--- src/rtl/corelet_pkg.sv ---
// Shared types and constants for the corelet issue-side sequencer.
package corelet_pkg;

  typedef enum logic [2:0] {
    IDLE,
    FILL,
    RUN,
    DRAIN,
    DONE
  } state_t;

  localparam logic [1:0] INST_IDLE = 2'b00;
  localparam logic [1:0] INST_LOAD = 2'b01;
  localparam logic [1:0] INST_EXEC = 2'b10;

  localparam int KIJ_DEFAULT = 9;

endpackage

--- src/rtl/corelet_seq_addr_gen.sv ---
// XMEM fetch address generator: issues base+offset reads during FILL and
// produces the L0 write strobe one cycle behind each issue.
module corelet_seq_addr_gen
  import corelet_pkg::*;
#(
  parameter int XMEM_ADDR_W = 11,
  parameter int LEN_W       = 6
) (
  input  logic                   clk,
  input  logic                   reset,
  input  logic                   i_clr,
  input  logic                   i_en,
  input  logic [XMEM_ADDR_W-1:0] i_base,
  input  logic [LEN_W-1:0]       i_len,
  output logic                   o_cen,
  output logic [XMEM_ADDR_W-1:0] o_addr,
  output logic                   o_l0_wr,
  output logic                   o_tail
);

  logic [LEN_W-1:0] r_off;
  logic             r_wr;
  logic             w_issue;

  // Once every word is issued the offset parks at len, which marks the tail cycle.
  assign w_issue = i_en && (r_off != i_len);
  assign o_tail  = i_en && (r_off == i_len);
  assign o_cen   = ~w_issue;
  assign o_addr  = w_issue ? (i_base + XMEM_ADDR_W'(r_off)) : '0;
  assign o_l0_wr = r_wr;

  always_ff @(posedge clk or negedge reset) begin
    if (!reset) begin
      r_off <= '0;
      r_wr  <= 1'b0;
    end else begin
      r_wr <= w_issue;
      if (i_clr) begin
        r_off <= '0;
      end else if (w_issue) begin
        r_off <= r_off + LEN_W'(1);
      end
    end
  end

endmodule

--- src/rtl/corelet_seq.sv ---
// Corelet tile-pass sequencer: XMEM->L0 fill, L0->array replay, OFIFO drain.
// Optional drain stall counter enabled by defining CORELET_SEQ_PERF_EN.
module corelet_seq
  import corelet_pkg::*;
#(
  parameter int XMEM_ADDR_W = 11,
  parameter int LEN_W       = 6,
  parameter int KIJ         = KIJ_DEFAULT
) (
  input  logic                   clk,
  input  logic                   reset,
  input  logic                   start,
  input  logic                   mode,
  input  logic [XMEM_ADDR_W-1:0] base_addr,
  input  logic [LEN_W-1:0]       len,
  output logic                   xmem_cen,
  output logic [XMEM_ADDR_W-1:0] xmem_addr,
  output logic                   l0_wr,
  output logic                   l0_rd,
  input  logic                   l0_full,
  output logic [1:0]             inst_w,
  input  logic                   ofifo_valid,
  output logic                   ofifo_rd,
  output logic [3:0]             kij_idx,
  output logic                   busy,
  output logic                   done,
  output logic                   err,
  output logic [15:0]            drain_wait
);

  state_t                 r_state, w_next;
  logic                   r_mode;
  logic [XMEM_ADDR_W-1:0] r_base;
  logic [LEN_W-1:0]       r_len;
  logic [LEN_W-1:0]       r_cnt;
  logic [3:0]             r_kij;
  logic                   r_err;
  logic                   w_accept, w_row, w_last, w_tail, w_l0_wr;

  assign w_accept = (r_state == IDLE) && start;
  assign ofifo_rd = ofifo_valid && (r_state == DRAIN);
  assign w_row    = ofifo_rd;
  assign w_last   = (r_cnt == (r_len - LEN_W'(1)));
  assign l0_wr    = w_l0_wr;
  assign kij_idx  = r_kij;
  assign err      = r_err;

  corelet_seq_addr_gen #(
    .XMEM_ADDR_W(XMEM_ADDR_W),
    .LEN_W      (LEN_W)
  ) u_addr_gen (
    .clk    (clk),
    .reset  (reset),
    .i_clr  (w_accept),
    .i_en   (r_state == FILL),
    .i_base (r_base),
    .i_len  (r_len),
    .o_cen  (xmem_cen),
    .o_addr (xmem_addr),
    .o_l0_wr(w_l0_wr),
    .o_tail (w_tail)
  );

  always_comb begin
    w_next = r_state;
    l0_rd  = 1'b0;
    inst_w = INST_IDLE;
    busy   = 1'b1;
    done   = 1'b0;
    case (r_state)
      IDLE: begin
        busy = 1'b0;
        if (start) w_next = (len == '0) ? DONE : FILL;
      end
      FILL: if (w_tail) w_next = RUN;
      RUN: begin
        l0_rd  = 1'b1;
        inst_w = r_mode ? INST_EXEC : INST_LOAD;
        if (w_last) w_next = r_mode ? DRAIN : DONE;
      end
      DRAIN: if (w_row && w_last) w_next = DONE;
      DONE: begin
        done   = 1'b1;
        w_next = IDLE;
      end
      default: w_next = IDLE;
    endcase
  end

  // r_cnt is shared by RUN (cycles) and DRAIN (rows); it restarts on every state change.
  always_ff @(posedge clk or negedge reset) begin
    if (!reset) begin
      r_state <= IDLE;
      r_cnt   <= '0;
      r_kij   <= '0;
      r_err   <= 1'b0;
    end else begin
      r_state <= w_next;
      if (w_next != r_state) begin
        r_cnt <= '0;
      end else if ((r_state == RUN) || w_row) begin
        r_cnt <= r_cnt + LEN_W'(1);
      end
      if (w_l0_wr && l0_full) r_err <= 1'b1;
      if ((r_state == DONE) && r_mode) begin
        r_kij <= (r_kij == 4'(KIJ - 1)) ? 4'd0 : r_kij + 4'd1;
      end
    end
  end

  always_ff @(posedge clk) begin
    if (w_accept) begin
      r_mode <= mode;
      r_base <= base_addr;
      r_len  <= len;
    end
  end

`ifdef CORELET_SEQ_PERF_EN
  logic [15:0] r_drain_wait;

  always_ff @(posedge clk or negedge reset) begin
    if (!reset) begin
      r_drain_wait <= '0;
    end else if (w_accept) begin
      r_drain_wait <= '0;
    end else if ((r_state == DRAIN) && !ofifo_valid && (r_drain_wait != 16'hFFFF)) begin
      r_drain_wait <= r_drain_wait + 16'd1;
    end
  end

  assign drain_wait = r_drain_wait;
`else
  assign drain_wait = 16'd0;
`endif

endmodule
--- config.mk ---
export PLATFORM = sky130hd
export DESIGN_NAME = corelet_seq
export DESIGN_NICKNAME = d
export VERILOG_FILES = /design/src/rtl/corelet_pkg.sv /design/src/rtl/corelet_seq_addr_gen.sv /design/src/rtl/corelet_seq.sv
export SDC_FILE = /design/constraint.sdc
export NUM_CORES = 1
export LEC_CHECK = 0
export CORE_ASPECT_RATIO = 1.75
export CORE_MARGIN = 3
export CORE_UTILIZATION = 45
export DETAILED_ROUTE_END_ITERATION = 8
export PLACE_DENSITY = 0.77
export RECOVER_POWER = 100
export REMOVE_ABC_BUFFERS = 1
export SKIP_LAST_GASP = 1
export SYNTH_ARGS = -nofsm -noshare
export SYNTH_HDL_FRONTEND = slang
export SYNTH_HIERARCHICAL = 1
export SYNTH_SLANG_ARGS = --single-unit
--- constraint.sdc ---
create_clock -name clk -period 2.5 [get_ports clk]
set_clock_uncertainty 0.05 [all_clocks]
set_input_delay 0.625 -clock clk [delete_from_list [all_inputs] [get_ports clk]]
set_output_delay 0.625 -clock clk [all_outputs]
set_load 0.1 [all_outputs]
* Word level (Yosys, flattened, before mapping)
Index checks and enable logic that the tools add are counted.
W data, S select, Z words.
** Storage, ports and cells
- Bits in registers :: 39
- Input port bits :: 23
- Output and inout port bits :: 40
- Logic and storage cells :: 54
** Operators by class
- Add/sub/neg operators :: 5
- Equal/unequal tests :: 9
- Mux-type cells :: 18
- Bitwise gates (word level) :: 1
- Reduce and logical (&&, ||, !) cells :: 12
** Operators by type and width (number)
- $mux W6 :: 4
- $mux W3 :: 6
- $add A6 B1 Y6 const B :: 2
- $eq A6 B6 Y1 :: 2
- $pmux W3 S4 :: 1
- $add A11 B6 Y11 :: 1
- $mux W11 :: 1
- $logic_and A1 B1 Y1 :: 7
- $eq A3 B2 Y1 const B :: 2
- $logic_not A6 Y1 :: 1
- $ne A6 B6 Y1 :: 1
- $sub A6 B1 Y6 const B :: 1
- $add A4 B1 Y4 const B :: 1
- $eq A4 B4 Y1 const B :: 1
- $mux W2 :: 2
- $mux W4 :: 1
- $reduce_bool A2 Y1 :: 2
- $eq A3 B1 Y1 const B :: 1
- $eq A3 B3 Y1 const B :: 1
- $logic_not A3 Y1 :: 1
- $mux W1 :: 3
- $ne A3 B3 Y1 :: 1
- $logic_or A1 B1 Y1 :: 1
- $not A1 Y1 :: 1

* Logic depth before layout (Yosys ltp)
- Depth after elaboration :: 7
- Mapped depth :: 8
- Mapped depth without buffers :: 8

* By module
The synthesis kept the hierarchy.
** Modules (own cells, without submodules)
- corelet_seq :: times used 1, cells an instance 139, area an instance 1632.8 um^2, seq. area each 890.9 um^2
- corelet_seq_addr_gen :: times used 1, cells an instance 112, area an instance 920.9 um^2, seq. area each 175.2 um^2

* Worst setup path before layout
No wires, ideal clock.
- Path kind :: register to output
- Start :: register u_addr_gen.r_off[0]
- End :: output xmem_addr[6]
- Data arrival time :: 3522 ps
- Data required time :: 1825 ps
- Slack :: -1697 ps
- Stages on the path, launching flop included :: 7
- Buffers on the path :: 0
- Cell sequence :: dfrtp_1 -> ha_1 -> fa_1 -> a211oi_1 -> o21bai_1 -> or3_1 -> a31oi_1
** Between the ends
- Longest elaborated chain between the ends :: 3
- Elaborated cells on any way between the ends :: 4
- Classes of those cells :: add/sub (1); eq/ne (1); mux (1); reduce/logical (1)
** RTL lines
- start: declaration :: RTL line corelet_seq_addr_gen.sv:21 : logic [LEN_W-1:0] r_off;
- start signal: assignment :: RTL line corelet_seq_addr_gen.sv:41 : r_off <= r_off + LEN_W'(1);
- parallel branches: the longest is 2 deep, another holds $add A11 B6 Y11
- $mux W11 (*) :: RTL line corelet_seq_addr_gen.sv:29 : assign o_addr = w_issue ? (i_base + XMEM_ADDR_W'(r_off)) : '0;
- end: declaration :: RTL line corelet_seq.sv:17 : output logic [XMEM_ADDR_W-1:0] xmem_addr,
Mark *: on every way between the ends.

* Worst setup path in the final report
- Start :: register r_base[0]
- End :: output xmem_addr[6]
** Between the ends
- Longest elaborated chain between the ends :: 2
** RTL lines
- start: declaration :: RTL line corelet_seq.sv:33 : logic [XMEM_ADDR_W-1:0] r_base;
- start signal: assignment :: RTL line corelet_seq.sv:114 : r_base <= base_addr;
- $add A11 B6 Y11 :: RTL line corelet_seq_addr_gen.sv:29
- $mux W11 :: RTL line corelet_seq_addr_gen.sv:29
Every way passes these cells.

==> run_results.csv <==
group,metric,value,unit
die,ioPinCount,63,
critical_path,path_max_fanout,3,
critical_path,crit_path_end_kind,"primary output",
clock_network,numCtsBuffers,5,
sta,maxSlewHeadroom,17.7,%
pwr,power_density,1390,nW/um^2
grt,grt_usage,19.7,%
route,drt_wl_total,6.43,mm
yosys,synth_top_cell_area_share,21.2,%
grt,overflow,0,
placed_design,dp_hpwl,4.60,mm
sta,setup_ws,-520,ps
sta,slew_viol_final,0,
pwr,leakagePower,1.55,nW
route,first_iter_violations,63,
critical_path,critPathArrivalTime,2350,ps
pwr,finalPower,0.00516,W
layout,fin_cells,411,
run,drv_cap,0,
pwr,irDropWorstVdd,0.587,mV
sta,period_needed,3020,ps
layout,fillers,427,
clock_network,cts_hold_buf,0,
yosys,synth_edf_count,18,
critical_path,crit_path_cell_trace,"ha_2 -> fa_2 -> a211oi_2 -> o21bai_2 -> or3_4 -> a31oi_4 -> buf_12",
placed_design,io_buffer_count,46,
grt,grt_util_met3,2.13,%
route,dr.pass1.iters,4,
clock_network,clk_pin_slew,70,ps
yosys,synth_top_cell_by_area,"edfxtp_1",
route,viasPerCell,5.42,
sta,tns,-3780,ps
clock_network,cts_root_buf,"clkbuf_8",
clock_network,insertion_delay,290,ps
critical_path,slowest_stage,"edfxtp_1",
yosys,ys_ff_latch,39,
grt,top_usage_layer,"met2",
die,start_util,47.4,%
route,via_count,2229,
die,die_h,106,um
die,die_x,62.9,um
critical_path,path_class,"reg -> out",
sta,worstMarginPinSlew,1240,ps
grt,antenna_found_initial,0,
sta,finalSetupViolCount,12,
grt,grt_pass1_vias,2364,
clock_network,clock_path_buffers,2,
yosys,syn_avg_cell_area,10.2,sq um
critical_path,cp.required,1820,ps
yosys,synth_most_common_cell,"dfrtp_1",
sta,period_share,121,%
layout,fin_nets,371,
run_status,violations,"negative setup slack",
route,drc_errors,0,
die,num_rows,35,
worst_hold_path,hold_path.class,"reg -> reg",
grt,grt_max_degree,22,
sta,finalHoldViolCount,0,
route,ant_nets,0,
sta,clock.fmax,331,MHz
grt,use_met1,18.6,%
run_status,outcome,"complete, but fails checks",
die,coreArea,5390,sq um
yosys,synth_ff_type,"dfrtp_1",
clock_network,cts_tree,"built",
layout,num_antenna_cells,0,
clock_network,numClockSinks,39,
yosys,synth_cell_types,57,
grt,grt_pass1_wl,10.6,mm
layout,area_delta_synth_final,44.9,%
yosys,synthArstFlopShare,53.8,%
die,dieArea,6650,sq um
yosys,synth_area,2550,sq um
yosys,postSynthCellCount,251,
placed_design,gp_congestion,0.863,
clock_network,cts.htree.levels,2,
critical_path,cpPeakStageDelay,400,ps
yosys,yosys-top-cells-count,"dfrtp_1, nor2_1, edfxtp_1",
critical_path,start_kind,"register",
yosys,yosys_warnings,6,
layout,drive_gt1_share,31.2,%
yosys,synth_area_leaders,"edfxtp_1, dfrtp_1, ha_1, xnor2_1, buf_4",
route,wl_per_cell,15.6,um
sta,rsz0062_at_grt,"yes",
yosys,yosysSeqAreaShare,41.7,%
grt,grt_util_met2,39.3,%
placed_design,placed_cells,396,
sta,holdWs,416,ps
==> where the power goes <==
group	switching [W]	leakage, nW	internal (W)	total (W)
clock network	0.000210	0.0422	0.000196	0.000406
logic	0.00233	1.07	0.00149	0.00382
registers	0.000119	0.439	0.000811	0.000930
==> worst max-delay path, delay by kind of cell (launching register included) <==
family / cells / cell delay [ps]
AO/OA/AOI/OAI: 3 / 540
buffers and inverters: 1 / 190
AND/OR/NAND/NOR: 1 / 350
adder cells (fa/ha/maj): 2 / 570
flip-flops: 1 / 400
==> routing by layer <==
metal	vias up	routed length (um)	part of all wire [%]
li1	1054	-	-
met1	1079	2160	34
met2	71	3740	58
met3	25	235	3.7
met4	0	292	4.5
met5	-	0	0
==> cell type report <==
class	instances	area [sq um]	area share [%]
Timing Repair Buffer	82	853	23.1
Multi-Input combinational cell	194	1550	41.9
Inverter	14	55.1	1.49
Clock inverter	1	5.00	0.135
Clock buffer	7	76.3	2.06
Sequential cell	39	1070	28.8
Tap cell	74	92.6	2.50
==> cell usage in the layout (no fill, tap or decap), types with 5 or more instances in the layout <==
| cell | count |
|---|---|
| o21ai_0 | 9 |
| edfxtp_1 | 18 |
| mux2i_1 | 5 |
| nand4_1 | 5 |
| nor3_1 | 8 |
| clkbuf_1 | 9 |
| buf_4 | 24 |
| dlygate4sd3_1 | 21 |
| mux2_2 | 6 |
| buf_12 | 13 |
| clkbuf_2 | 6 |
| inv_1 | 13 |
| nor2_1 | 17 |
| xor2_1 | 5 |
| xnor2_1 | 11 |
| nand2_1 | 9 |
| ha_1 | 7 |
| dfrtp_1 | 20 |
| conb_1 | 16 |
| clkbuf_8 | 5 |
| nor2b_1 | 8 |
==> registers in the layout (all words and copies together) (netlist names) <==
name	count
r_mode	1
err	1
r_len	6
r_cnt	6
kij_idx	4
r_base	11
u_addr_gen/o_l0_wr	1
r_state	3
u_addr_gen/r_off	6
==> repair_timing <==
item | CTS | global route
endpoints found under the setup margin | 11 | 12
pin swaps | 20 | 7
gates cloned | 1 | 0
setup buffers | 5 | 2
resized for setup | 35 | 11
==> cell families (layout without fill, tap and decap cells) <==
group	count (synthesis)	after routing	share of synthesized area, %
simple gates	84	84	18.7
xor+xnor	19	19	6.52
buf+inv	33	104	7.30
mux	12	12	5.19
fa+ha+maj	12	12	6.17
compound gates	51	51	14.2
other cells	1	16	0.147
flops	39	39	41.7
==> path summary, 6_finish.rpt <==
kind,cells after the start,slack [ps],start,to
worst max-delay path,7,-520,r_base[0],xmem_addr[6]
worst min-delay path,1,420,err,err
worst max register to register,8,160,r_len[0],r_cnt[3]
worst min register to register,1,420,err,err
max in group asynchronous,2,520,reset,u_addr_gen/r_off[1]
min in group asynchronous,2,1060,reset,r_cnt[3]
==> per-stage QoR <==
| stage | util [%] | cell area (sq um) | setup WS [ps] |
|---|---|---|---|
| 2_1_floorplan | - | 2480 | -1700 |
| 3_3_place_gp | 63.6 | 3430 | -426 |
| 3_5_place_dp | 63.6 | 3430 | -488 |
| 4_1_cts | 70.3 | 3790 | -477 |
| 5_1_grt | 68.7 | 3700 | -608 |
| 6_report | 68.7 | 3700 | -520 |
(Power assumes the default switching activity.)
